--- src/rtl/cache_pkg.sv ---
// Shared cache types and sizing for the read-hit, write-hit, linefill and PLRU blocks.
// Optional build macro PLRU_INVALID_FIRST_EN is consumed by the PLRU modules, not here.
package cache_pkg;

  localparam int PLRU_WAYS_REP = 3;
  localparam int PLRU_INDEX    = 3;
  localparam int NUM_WAYS      = 2**PLRU_WAYS_REP;
  localparam int NUM_SETS      = 2**PLRU_INDEX;

  typedef logic [PLRU_WAYS_REP-1:0] way_t;
  typedef logic [PLRU_INDEX-1:0]    set_t;
  typedef logic [NUM_WAYS-2:0]      plru_tree_t;

  typedef enum logic {
    INIT = 1'b0,
    IDLE = 1'b1
  } plru_state_e;

endpackage

--- src/rtl/plru_tree_logic.sv ---
// Combinational tree-PLRU evaluation: victim selection and path touch for one set.
// Build macro PLRU_INVALID_FIRST_EN adds vld_mask; a miss then prefers the lowest invalid way.
module plru_tree_logic #(
  parameter int WAYS_REP = 3
) (
  input  logic [2**WAYS_REP-2:0] tree,
  input  logic [WAYS_REP-1:0]    way,
  input  logic                   hit,
`ifdef PLRU_INVALID_FIRST_EN
  input  logic [2**WAYS_REP-1:0] vld_mask,
`endif
  output logic [WAYS_REP-1:0]    sel_way,
  output logic [2**WAYS_REP-2:0] next_tree
);

  localparam int N_WAYS = 2**WAYS_REP;

  logic [WAYS_REP-1:0] walk_way;
  logic [WAYS_REP-1:0] victim;

  // Heap walk: node n lives at bit n-1, a set bit steers to the right child.
  always_comb begin : victim_walk
    int node;
    node = 1;
    for (int l = 0; l < WAYS_REP; l++) begin
      node = tree[node-1] ? (2*node + 1) : (2*node);
    end
    walk_way = WAYS_REP'(node - N_WAYS);
  end

`ifdef PLRU_INVALID_FIRST_EN
  logic                inv_any;
  logic [WAYS_REP-1:0] inv_way;

  // Scan downwards so the lowest-index invalid way is the one left standing.
  always_comb begin
    inv_any = 1'b0;
    inv_way = '0;
    for (int i = N_WAYS-1; i >= 0; i--) begin
      if (!vld_mask[i]) begin
        inv_any = 1'b1;
        inv_way = WAYS_REP'(i);
      end
    end
  end

  assign victim = inv_any ? inv_way : walk_way;
`else
  assign victim = walk_way;
`endif

  assign sel_way = hit ? way : victim;

  // Point every node on the touched path away from it (left branch -> 1).
  always_comb begin : touch_path
    int node;
    next_tree = tree;
    node      = 1;
    for (int l = WAYS_REP-1; l >= 0; l--) begin
      next_tree[node-1] = ~sel_way[l];
      node = 2*node + (sel_way[l] ? 1 : 0);
    end
  end

endmodule

--- src/rtl/cache_plru_update.sv ---
// Tree pseudo-LRU update stage: per-set PLRU trees, INIT sweep, 1-cycle victim/echo response.
// Build macro PLRU_INVALID_FIRST_EN adds req_vld_mask for invalid-way-first victim selection.
module cache_plru_update
  import cache_pkg::*;
#(
  parameter int WAYS_REP = PLRU_WAYS_REP,
  parameter int INDEX    = PLRU_INDEX
) (
  input  logic                   clk,
  input  logic                   rst,
  input  logic                   flush,
  input  logic                   req_valid,
  input  logic                   req_hit,
  input  logic [INDEX-1:0]       req_set,
  input  logic [WAYS_REP-1:0]    req_way,
`ifdef PLRU_INVALID_FIRST_EN
  input  logic [2**WAYS_REP-1:0] req_vld_mask,
`endif
  output logic                   req_ready,
  output logic                   rsp_valid,
  output logic                   rsp_hit,
  output logic [WAYS_REP-1:0]    rsp_way
);

  localparam int N_WAYS = 2**WAYS_REP;
  localparam int N_SETS = 2**INDEX;
  localparam int TREE_W = N_WAYS - 1;
  localparam logic [INDEX-1:0] LAST_SET = INDEX'(N_SETS - 1);

  plru_state_e         state;
  logic [INDEX-1:0]    init_cnt;
  logic [TREE_W-1:0]   tree_mem [N_SETS];
  logic [TREE_W-1:0]   cur_tree;
  logic [TREE_W-1:0]   nxt_tree;
  logic [WAYS_REP-1:0] sel_way;
  logic                accept;

  // flush outranks a same-cycle request; req_ready is only high in IDLE.
  assign accept   = req_valid & req_ready & ~flush;
  assign cur_tree = tree_mem[req_set];

  plru_tree_logic #(
    .WAYS_REP (WAYS_REP)
  ) u_tree (
    .tree      (cur_tree),
    .way       (req_way),
    .hit       (req_hit),
`ifdef PLRU_INVALID_FIRST_EN
    .vld_mask  (req_vld_mask),
`endif
    .sel_way   (sel_way),
    .next_tree (nxt_tree)
  );

  always_ff @(posedge clk or posedge rst) begin
    if (rst) begin
      state     <= INIT;
      init_cnt  <= '0;
      req_ready <= 1'b0;
      rsp_valid <= 1'b0;
      rsp_hit   <= 1'b0;
      rsp_way   <= '0;
    end else begin
      rsp_valid <= 1'b0;
      if (flush) begin
        state     <= INIT;
        init_cnt  <= '0;
        req_ready <= 1'b0;
      end else begin
        case (state)
          INIT: begin
            init_cnt <= init_cnt + 1'b1;
            if (init_cnt == LAST_SET) begin
              state     <= IDLE;
              req_ready <= 1'b1;
            end
          end
          IDLE: begin
            if (accept) begin
              rsp_valid <= 1'b1;
              rsp_hit   <= req_hit;
              rsp_way   <= sel_way;
            end
          end
          default: begin
            state     <= INIT;
            init_cnt  <= '0;
            req_ready <= 1'b0;
          end
        endcase
      end
    end
  end

  // Tree storage is cleared by the sweep, not by reset.
  always_ff @(posedge clk) begin
    if (state == INIT) begin
      tree_mem[init_cnt] <= '0;
    end else if (accept) begin
      tree_mem[req_set] <= nxt_tree;
    end
  end

endmodule
--- config.mk ---
export PLATFORM = sky130hd
export DESIGN_NAME = cache_plru_update
export DESIGN_NICKNAME = d
export VERILOG_FILES = /design/src/rtl/cache_pkg.sv /design/src/rtl/plru_tree_logic.sv /design/src/rtl/cache_plru_update.sv
export SDC_FILE = /design/constraint.sdc
export NUM_CORES = 1
export LEC_CHECK = 0
export CORE_MARGIN = 1
export CORE_UTILIZATION = 63
export DETAILED_ROUTE_END_ITERATION = 10
export PLACE_DENSITY_LB_ADDON = 0.3
export SLEW_MARGIN = 10
export SYNTH_ARGS = -nofsm -noshare
export SYNTH_HDL_FRONTEND = slang
export SYNTH_SLANG_ARGS = --single-unit
--- constraint.sdc ---
create_clock -name clk -period 5.3 [get_ports clk]
set_input_delay 0.795 -clock clk [delete_from_list [all_inputs] [get_ports clk]]
set_output_delay 0.795 -clock clk [all_outputs]
set_load 0.02 [all_outputs]
# ---- Yosys cells after proc, flatten, opt, wreduce, memory -nomap -nowiden
# Memory sizes are Yosys's and may differ from the RTL's.
# Cells that the tools add are included.
dict set report word_totals {
  wordCells 71
  register_bits 10
  input_bits 11
  output_inout_bits 6
  mem_bits_rw 56
  mem_count 1
}
# memory depth width read_ports rd_ports_with_merged_regs write_ports line_no
set mem_list {}
lappend mem_list {tree_mem 8 7 1 0 1 cache_plru_update.sv:32} ;# logic [TREE_W-1:0] tree_mem [N_SETS];
dict set report op_classes {
  n_addsub 10
  magnitude_cmp 6
  n_bitwise 6
  n_reduce_logical 6
  n_mux 34
  eq_ne 2
}
# op count
set op_table {}
lappend op_table {{< comparator 32 x 5 -> 1 bit (second input constant)} 4}
lappend op_table {{subtractor 32 x 2 -> 32 bit (second input constant)} 4}
lappend op_table {{>= comparator 32 x 1 -> 1 bit (second input constant)} 2}
lappend op_table {{adder 3 x 32 -> 32 bit (first input constant)} 1}
lappend op_table {{adder 32 x 2 -> 32 bit (second input constant)} 1}
lappend op_table {{adder 32 bit} 1}
lappend op_table {{2-to-1 mux 32 bit} 1}
lappend op_table {{2-to-1 mux 1 bit} 21}
lappend op_table {{2-to-1 mux 3 bit} 5}
lappend op_table {{bitwise mux 7 bit} 2}
lappend op_table {{2-to-1 mux 7 bit} 1}
lappend op_table {{OR reduction 7 bit} 1}
lappend op_table {{binary-select mux 1 bit (select 3 bit)} 2}
lappend op_table {{demux 1 bit (select 3 bit)} 2}
lappend op_table {{NOT 1 bit} 4}
lappend op_table {{adder 3 x 1 -> 3 bit (second input constant)} 1}
lappend op_table {{adder 3 x 2 -> 3 bit (second input constant)} 1}
lappend op_table {{== test 3 bit (second input constant)} 1}
lappend op_table {{AND reduction 3 bit} 1}
lappend op_table {{subtractor 3 x 1 -> 3 bit (second input constant)} 1}
lappend op_table {{AND 1 bit} 2}
lappend op_table {{logical AND 1 bit} 2}
lappend op_table {{!= test 2 bit (second input constant)} 1}
lappend op_table {{AND reduction 2 bit} 1}
lappend op_table {{nonzero test 2 bit} 1}

# ---- Depth between registers and ports, before layout
# Gate-level depths: netlist of the first run.
# An unclocked memory read counts as a cell.
dict set report logic_depth {
  ltp_word 24
  ltp_mapped 13
  mapped_depth_nobuf 11
}

# ---- By module
# A second synthesis of the first run with hierarchy kept.
dict set report unflattened {
  hier_cells 198
  area_unflattened_um2 3051.7
}
# mod area_each_um2 n_inst seq_area_each_um2 cells_each
set modules_own_cells {}
lappend modules_own_cells {cache_plru_update 2768.9 1 1931.9 153}
lappend modules_own_cells {plru_tree_logic 282.8 1 0.0 45}

# ---- Worst setup path before layout of the first run
# OpenSTA, ideal clock, no wires.
dict set report synth_timing {
  path_kind {input-to-reg}
  from {input req_set[0]}
  to {memory tree_mem[0][1] in the netlist's numbering (data pin)}
  required_time_ns 5.065
  stages 11
  setup_slack_ns 1.738
  setup_ns 0.235
  path_buffers 1
  t_arrival_ns 3.327
  path_cell_list {buf_6 mux4_2 mux2i_4 o21ai_0 mux2i_1 ha_1 and2_1 a21oi_1 mux2i_1 a22oi_1 a311oi_2}
}
dict set report synth_via {
  elab_chain_cells 24
  elab_cells_between_ends 37
  classes_between {add/sub: 9; order compare: 4; mux: 19; bitwise: 2; reduce/logical: 2; memory: 1}
}
# element line_no
set synth_lines {}
lappend synth_lines {{start, declared} cache_plru_update.sv:14} ;# input logic [INDEX-1:0] req_set,
lappend synth_lines {{memory (8 x 7 bit) *} -}
lappend synth_lines {{2-to-1 mux 1 bit} plru_tree_logic.sv:26} ;# node = tree[node-1] ? (2*node + 1) : (2*node);
lappend synth_lines {{subtractor 32 x 2 -> 32 bit} plru_tree_logic.sv:26}
lappend synth_lines {{binary-select mux 1 bit (select 3 bit)} plru_tree_logic.sv:26}
lappend synth_lines {{2-to-1 mux 1 bit (implied by the code) (2 in a row)} plru_tree_logic.sv:26}
lappend synth_lines {{2-to-1 mux 32 bit} plru_tree_logic.sv:26}
lappend synth_lines {{subtractor 32 x 2 -> 32 bit} plru_tree_logic.sv:26}
lappend synth_lines {{binary-select mux 1 bit (select 3 bit)} plru_tree_logic.sv:26}
lappend synth_lines {{[... 7 more ...]} -}
lappend synth_lines {{adder 32 bit or subtractor 32 x 2 -> 32 bit (tied branches)} {plru_tree_logic.sv:61, plru_tree_logic.sv:60}}
lappend synth_lines {{subtractor 32 x 2 -> 32 bit, or another cell as far along} plru_tree_logic.sv:60} ;# next_tree[node-1] = ~sel_way[l];
lappend synth_lines {{>= comparator 32 x 1 -> 1 bit (implied by the code), or another cell as far along} plru_tree_logic.sv:60}
lappend synth_lines {{logical AND 1 bit (implied by the code) or 2-to-1 mux 1 bit (tied branches)} plru_tree_logic.sv:60}
lappend synth_lines {{2-to-1 mux 1 bit (implied by the code) or demux 1 bit (select 3 bit) (tied branches)} -}
lappend synth_lines {{demux 1 bit (select 3 bit) or bitwise mux 7 bit (tied branches)} -}
lappend synth_lines {{bitwise mux 7 bit *} plru_tree_logic.sv:60}
lappend synth_lines {{2-to-1 mux 7 bit (no source line) *} -}
lappend synth_lines {{end, declared} cache_plru_update.sv:32}
# Every way passes the cells marked *; elsewhere a longest branch is shown, timed or not. The select of a mux whose other input is x is not followed.

# ---- Worst setup path after layout of the first run
dict set report layout_timing {
  from {input req_set[0]}
  to {memory tree_mem[5][1] in the netlist's numbering (data pin)}
}
# The elaborated chain is that of the path after synthesis.

==> results.md, run 1 <==
- CP required: 5.37 ns
- Vias per std cell: 6.74
- Root buffer cell: clkbuf_8
- Buffers added on ports: 16
- Number of global-route vias before repair: 1785
- Post-synth EDFFs: 56
- Worst-path cell chain: clkdlybuf4s50_1, mux4_1, mux2i_4, o21ai_0, mux2i_1, ha_1, and2_1, a21oi_1, mux2i_1, a22oi_1, a311oi_2
- Initial detailed-routing violation count: 237
- Power Total: 1.17 mW
- Worst VDD drop: 0.250 mV
- Async S/R FF share, synth: 15.2%
- Worst-path clk slew: 0.07 ns
- Antenna Nets Post-Route: 0
- # placed instances: 256
- Critical path launch point: req_set[0]
- Max-slew violations: 0
- Share of post-route cells with drive strength above 1: 16.4%
- Failing checks: design-rule violations
- Buf+Inv Stages, Crit Path: 1
- Mapped Area: 0.00301 mm^2
- Clk sink count: 66
- Hold_buf cts: 0
- Mapped Cells: 195
- RD Place Congestion: 0.989
- Max transition margin: 37.9%
- Yosys Warn Count: 0
- Sequential-to-total area share from yosys stat: 64.1%
- CP arrival: 4.70 ns
- Crit-path slowest cell: clkdlybuf4s50_1
- Setup CP Type: in -> reg
- Die Ht: 71.1 um
- Yosys reg bits: 66
- Clock tree from TritonCTS: yes
- H-tree depth: 3
- GRT Util Overall: 26.9%
- First-pass GRT wire length: 9490 um
- Crit path max-delay family: multiplexers
- Synth Area in Compound Gates: 9.60%
- Final hold violations: 0
- DP HPWL: 3940 um
- Crit path launch type: input pin
- Slew @ Worst Pin: 0.928 ns
- Reg-to-Reg End: tree_mem[5][1]$_DFFE_PP_
- Pre-CTS WS: 0.395 ns
- Mapped Nets: 212
- Footprint of the multi-input gates: 997 um^2
- Register area: 0.00193 mm^2
- Yosys cell types: 42
- Area grow syn2layout: 13.2%
- Setup bufs post-CTS: 0
- Adder-cell share of the synthesized area: 2.49%
- Power Density: 343 mW/mm^2
- Final min period: 4.63 ns
- Num ports: 17
- Dominant register cell in the synthesized netlist: edfxtp_1
- Final period util: 87.3%
- Die width: 71.1 um
- Critical Path Sink: tree_mem[5][1]$_DFFE_PP_
- Largest family of logic cells by synthesized area: multiplexers
- Num CTS Buffers: 9
- Max Fanout on Critical Path: 9
- Synth Area per Inst: 15.4 um^2
- Fillers: 262
- Core area: 0.00447 mm^2
- Layout Skew: 0.00717 ns
- Initial Util: 67.3%
- Mux cell area share after synthesis: 14.9%
- R2R Path Start: tree_mem[7][0]$_DFFE_PP_
- Non-Filler Instances: 272
- Pleak: 1.28 nW
- Max_cap viols: 0
- RSZ-0062 raised after global routing: false
- R2R setup slack: 1.71 ns
- Setup TNS: 0 ns
- Critical Path Max Stage Delay: 0.82 ns
- GRT overflow: 0
- Drt pass-1 iters: 9
- Clock Latency Late Sink: 0.35 ns
- Largest net degree at the start of global routing: 16
- Final setup fails: 0
- Status: finished, violations left
- Antenna violations before repair: 0
- Final worst-path setup slack: 0.671 ns
- Fmax: 0.216 GHz
- ANT cells: 0
- Nets: 232
- DRT Wirelength: 5940 um
- Worst min-delay path class: reg -> reg
- Row cnt: 24
- Vias: 1834
- Worst reg2reg path depth: 10
- Critical path depth in cells: 11
- Critical path's most frequent cell: mux2i_1
- Hold slack: 0.492 ns
- Worst setup EP type: register
- Die area: 0.00506 mm^2
- Avg WL per Cell: 21.8 um
- Post-route DRC violation count: 2
- Post-Synth Simple-Gate Area: 6.11%
- Xor/xnor cell area share of the yosys netlist: 0%
- Max clock buf depth: 2
- Post-CTS sizing: 0
[cell usage after synthesis, types with 2 or more instances]
master / n / area share, %
edfxtp_1: 56 / 56
nor2_1: 19 / 2.4
mux2i_1: 13 / 4.3
a21oi_1: 12 / 2.0
dfrtp_1: 10 / 8.3
nand2_1: 8 / 1.0
o21ai_0: 8 / 1.3
mux4_2: 7 / 5.2
ha_1: 6 / 2.5
inv_1: 6 / 0.75
a22oi_1: 3 / 0.75
a31oi_1: 3 / 0.62
buf_2: 3 / 0.50
clkbuf_1: 3 / 0.37
mux2_2: 3 / 1.1
mux4_1: 3 / 2.6
nand3_1: 3 / 0.50
nor2b_1: 3 / 0.62
inv_2: 2 / 0.25
nor3b_1: 2 / 0.50
[power by group]
group          internal, mW  switching [mW]  total [mW]  leakage [nW]
Combinational        0.0484          0.0760       0.124         0.487
Sequential            0.584         0.00805       0.592         0.691
Clock                 0.264           0.191       0.454         0.103
Total                 0.896           0.275        1.17          1.28
[layout make-up]
class | count | area share, %
clock buffers | 9 | 3.63
clock inverters | 7 | 2.72
inverters | 8 | 0.881
multi-input cells | 113 | 29.3
flip-flops and latches | 66 | 56.7
well taps | 52 | 1.91
repair buffers | 17 | 4.92
[stage by stage]
stage                     util, %  cell area [um^2]
after detailed placement     71.3              3190
final                        76.2              3410
after CTS                    76.2              3410
after global routing         76.2              3410
after floorplan                 -              3010
after global placement       71.3              3190
[per-layer routing]
metal | wire, um | vias to the layer above | global-route usage, %
met5 | 0 | - | 0
met3 | 573 | 32 | 8.83
met4 | 204 | 0 | 14.0
met2 | 2820 | 125 | 41.0
li1 | - | 798 | -
met1 | 2340 | 879 | 34.8
[worst reg2reg max path, cell delays in order (launching register included)]
cell and delay (ns):
edfxtp_1 0.38, mux4_1 0.54, mux2i_4 0.28, o21ai_0 0.14, mux2i_1 0.48, ha_1 0.35
and2_1 0.20, a21oi_1 0.09, mux2i_1 0.20, a22oi_1 0.13, a311oi_2 0.54
[placed cells by master (no fill, tap or decap), types with 6 or more instances in the layout]
master and count:
o21ai_0 8, clkdlybuf4s50_1 16, clkbuf_8 9, nand2_1 8, nor2_1 19, edfxtp_1 56, ha_1 6, a21oi_1 12
mux4_2 7, mux2i_1 13, inv_1 6, dfrtp_1 10
[logic make-up (layout without fill, tap and decap cells)]
logic type,count (synthesis),count (layout)
multiplexers,29,29
buffers and inverters,16,41
AO/OA/AOI/OAI,38,38
flip-flops,66,66
adder cells (fa/ha/maj),6,6
AND/OR/NAND/NOR,40,40
[sequential cells by signal (all words and copies together) (netlist names)]
name	flops
req_ready	1
rsp_valid	1
rsp_hit	1
state	1
tree_mem	56
rsp_way	3
init_cnt	3
[worst min-delay path by stage]
stage	endpoint	depth (start not counted)	start	slack, ns
floorplan	init_cnt[0]$_DFFE_PP0P_	2	init_cnt[0]$_DFFE_PP0P_	0.56
global route	rsp_way[2]$_DFFE_PP0P_	2	rsp_way[2]$_DFFE_PP0P_	0.53
detailed placement	rsp_way[1]$_DFFE_PP0P_	2	rsp_way[1]$_DFFE_PP0P_	0.48
global placement	rsp_hit$_DFFE_PP0P_	2	rsp_hit$_DFFE_PP0P_	0.46
CTS	rsp_way[1]$_DFFE_PP0P_	2	rsp_way[1]$_DFFE_PP0P_	0.49
finish	rsp_way[1]$_DFFE_PP0P_	2	rsp_way[1]$_DFFE_PP0P_	0.49
No activity file was read; power rests on OpenSTA's default activity.
==> run 2: changes to the inputs <==
--- a/config.mk
+++ b/config.mk
@@ -5,10 +5,12 @@
 export SDC_FILE = /design/constraint.sdc
 export NUM_CORES = 1
 export LEC_CHECK = 0
+export ABC_CLOCK_PERIOD_IN_PS = 5300
 export CORE_MARGIN = 1
 export CORE_UTILIZATION = 63
 export DETAILED_ROUTE_END_ITERATION = 10
-export PLACE_DENSITY_LB_ADDON = 0.3
+export PLACE_DENSITY = 0.89
+export REMOVE_ABC_BUFFERS = 1
 export SLEW_MARGIN = 10
 export SYNTH_ARGS = -nofsm -noshare
 export SYNTH_HDL_FRONTEND = slang
==> run 2 against run 1 <==
  * The run still ends with design-rule violations left
  * Die area did not move
  * Total power rose by 1.3%
  * Design area rose by 0.22%
  * Non-clock buffer count did not move
  * Register-to-register slack improved by 0.07 ns
  * Global-route usage rose by 0.054 points
  * Sequential power barely moved
  * Clock-buffer cell count did not move
  * Flip-flop and latch count did not move
  * Critical path depth rose by 2
  * Hold slack got worse by 0.0060 ns
  * Clock skew rose by 0.0039 ns
==> results.md, run 2 (synthesis gave the netlist of run 1 again) <==
- Critical Path Sink: tree_mem[5][1]$_DFFE_PP_ (unchanged)
- Reg-to-Reg End: tree_mem[5][1]$_DFFE_PP_ (unchanged)
- DRT Wirelength: 5970 um (was 5940 um)
- Hold path cells: 2 (unchanged)
- Clock share of power: 39.6% (was 38.8%)
- Top Registers: tree_mem (56), init_cnt (3), rsp_way (3) (unchanged)
- Vias per std cell: 6.54 (was 6.74)
- Comb pwr share: 10.4% (was 10.6%)
- Register area: 0.00193 mm^2 (unchanged)
- GRT Util Overall: 26.9% (about the same)
- Die Ht: 71.1 um (unchanged)
- Num ports: 17 (unchanged)
- Crit path launch type: input pin (unchanged)
- Final period util: 83.2% (was 87.3%)
- Drt pass-1 iters: 10 (was 9)
- Worst min-delay path class: reg -> reg (unchanged)
- Vias: 1780 (was 1834)
- Critical path launch point: req_set[0] (unchanged)
- R2R Path Start: tree_mem[6][0]$_DFFE_PP_ (was tree_mem[7][0]$_DFFE_PP_)
- Fmax: 0.227 GHz (was 0.216 GHz)
- Switching Share: 24.0% (was 23.5%)
- Max_cap viols: 0 (unchanged)
- Antenna violations before repair: 0 (unchanged)
- Max transition margin: 33.0% (was 37.9%)
- Fillers: 254 (was 262)
- Antenna Nets Post-Route: 0 (unchanged)
- Internal power: 901 uW (was 896 uW)
- Root buffer cell: clkbuf_8 (unchanged)
- Pre-CTS WS: 0.616 ns (was 0.395 ns)
- Initial detailed-routing violation count: 265 (was 237)
- Largest net degree at the start of global routing: 17 (was 16)
- Clk sink count: 66 (unchanged)
- Clock tree from TritonCTS: yes (unchanged)
- DP HPWL: 3800 um (was 3940 um)
- Initial Util: 67.3% (unchanged)
- RD Place Congestion: 1.06 (was 0.989)
- Nets: 232 (unchanged)
- Clock Latency Late Sink: 0.34 ns (was 0.35 ns)
- Power Total: 1.19 mW (was 1.17 mW)
- Final min period: 4.41 ns (was 4.63 ns)
- Routing usage on met2: 40.5% (was 41.0%)
- GRT busiest layer: met2 (unchanged)
- Failing checks: design-rule violations (unchanged)
- M1 GR Usage: 37.9% (was 34.8%)
- Area grow syn2layout: 13.4% (was 13.2%)
- Max reg flops: 56 (unchanged)
- Most frequent cells in the layout: edfxtp_1, nor2_1, clkdlybuf4s50_1 (unchanged)
- Pleak: 1.29 nW (was 1.28 nW)
- R2R setup slack: 1.78 ns (was 1.71 ns)
- Final setup fails: 0 (unchanged)
- Post-route DRC violation count: 3 (was 2)
- Power Density: 347 mW/mm^2 (was 343 mW/mm^2)
- Footprint of the multi-input gates: 997 um^2 (unchanged)
- Row cnt: 24 (unchanged)
- Hold_buf cts: 0 (unchanged)
- First-pass GRT wire length: 9440 um (was 9490 um)
- Status: finished, violations left (unchanged)
- Buffers added on ports: 16 (unchanged)
- Num CTS Buffers: 9 (unchanged)
- Final design instance area without fill: 0.00342 mm^2 (was 0.00341 mm^2)
- Setup TNS: 0 ns (unchanged)
- Layout Skew: 0.0110 ns (was 0.00717 ns)
- Met3 GRT Util: 7.41% (was 8.83%)
- NetSw: 285 uW (was 275 uW)
- Worst reg2reg path depth: 10 (unchanged)
- RSZ-0062 raised after global routing: false (unchanged)
- Worst VDD drop: 0.350 mV (was 0.250 mV)
- GRT overflow: 0 (unchanged)
- Post-CTS sizing: 0 (unchanged)
- Setup CP Type: in -> reg (unchanged)
- Final hold violations: 0 (unchanged)
- Worst-path clk slew: 0.07 ns (about the same)
- H-tree depth: 3 (unchanged)
- Max Fanout on Critical Path: 16 (was 9)
- Die area: 0.00506 mm^2 (unchanged)
- Sequential power share: 50.0% (was 50.6%)
- Slew @ Worst Pin: 1.00 ns (was 0.928 ns)
- Setup bufs post-CTS: 0 (unchanged)
- Max clock buf depth: 2 (unchanged)
- Placed Area: 0.00319 mm^2 (unchanged)
- Die width: 71.1 um (unchanged)
- Max-slew violations: 0 (unchanged)
- Final worst-path setup slack: 0.888 ns (was 0.671 ns)
- Share of post-route cells with drive strength above 1: 16.8% (was 16.4%)
- Largest reg by FF count: tree_mem (unchanged)
- Worst setup EP type: register (unchanged)
- CP arrival: 4.48 ns (was 4.70 ns)
- Most common cell after layout, fill and taps aside: edfxtp_1 (unchanged)
- Core area: 0.00447 mm^2 (unchanged)
- Number of global-route vias before repair: 1746 (was 1785)
- CP required: 5.37 ns (about the same)
- ANT cells: 0 (unchanged)
- Avg WL per Cell: 21.9 um (was 21.8 um)
## run 2: cell count changes in the layout (fill, tap and decap cells not counted)
cell	previous run	this run
clkinv_1	1	0
clkinvlp_4	2	0
inv_6	1	2
clkinv_4	0	2
## run 2: metal layers
metal	vias to the layer above	wire length, um
li1	800	-
met2	93	2790
met4	0	85
met5	-	0
met1	875	2680
met3	12	412
## run 2: cell type report
type	count	share of cell area, %
tap	52	1.90
clock inverter	7	2.93
multi-input combinational	113	29.2
inverter	8	0.879
sequential	66	56.6
clock buffer	9	3.63
timing repair buffer	17	4.91
## run 2: power groups by stage
stage               clock [mW]  sequential, mW  combinational (mW)
floorplan                    0           0.601              0.0769
global placement             0           0.601               0.118
detailed placement           0           0.603               0.121
global route             0.493           0.594               0.134
CTS                      0.475           0.593               0.122
finish                   0.469           0.593               0.123
## run 2: stage by stage
step	hold WS, ns	utilization (%)	instances
2_1_floorplan	0.560	-	187
3_3_place_gp	0.462	71.3	256
3_5_place_dp	0.468	71.3	256
4_1_cts	0.484	76.3	272
5_1_grt	0.496	76.3	272
6_report	0.486	76.3	272
## run 2: critical path: stages
cell             delay, ns
clkdlybuf4s50_1       0.61
buf_4                 0.35
mux2i_1               0.32
a22oi_1               0.16
nand3_1               0.23
o21ai_0               0.11
mux2i_1               0.48
ha_1                  0.34
and2_1                0.19
a21oi_1               0.07
mux2i_1               0.17
a22oi_1               0.12
a311oi_2              0.51
## run 2: worst min-delay path by stage
stage | startpoint | endpoint | slack [ns]
after detailed placement | rsp_hit$_DFFE_PP0P_ | rsp_hit$_DFFE_PP0P_ | 0.47
after floorplan | init_cnt[0]$_DFFE_PP0P_ | init_cnt[0]$_DFFE_PP0P_ | 0.56
after global routing | rsp_hit$_DFFE_PP0P_ | rsp_hit$_DFFE_PP0P_ | 0.50
after global placement | rsp_hit$_DFFE_PP0P_ | rsp_hit$_DFFE_PP0P_ | 0.46
final | rsp_hit$_DFFE_PP0P_ | rsp_hit$_DFFE_PP0P_ | 0.49
after CTS | rsp_hit$_DFFE_PP0P_ | rsp_hit$_DFFE_PP0P_ | 0.48
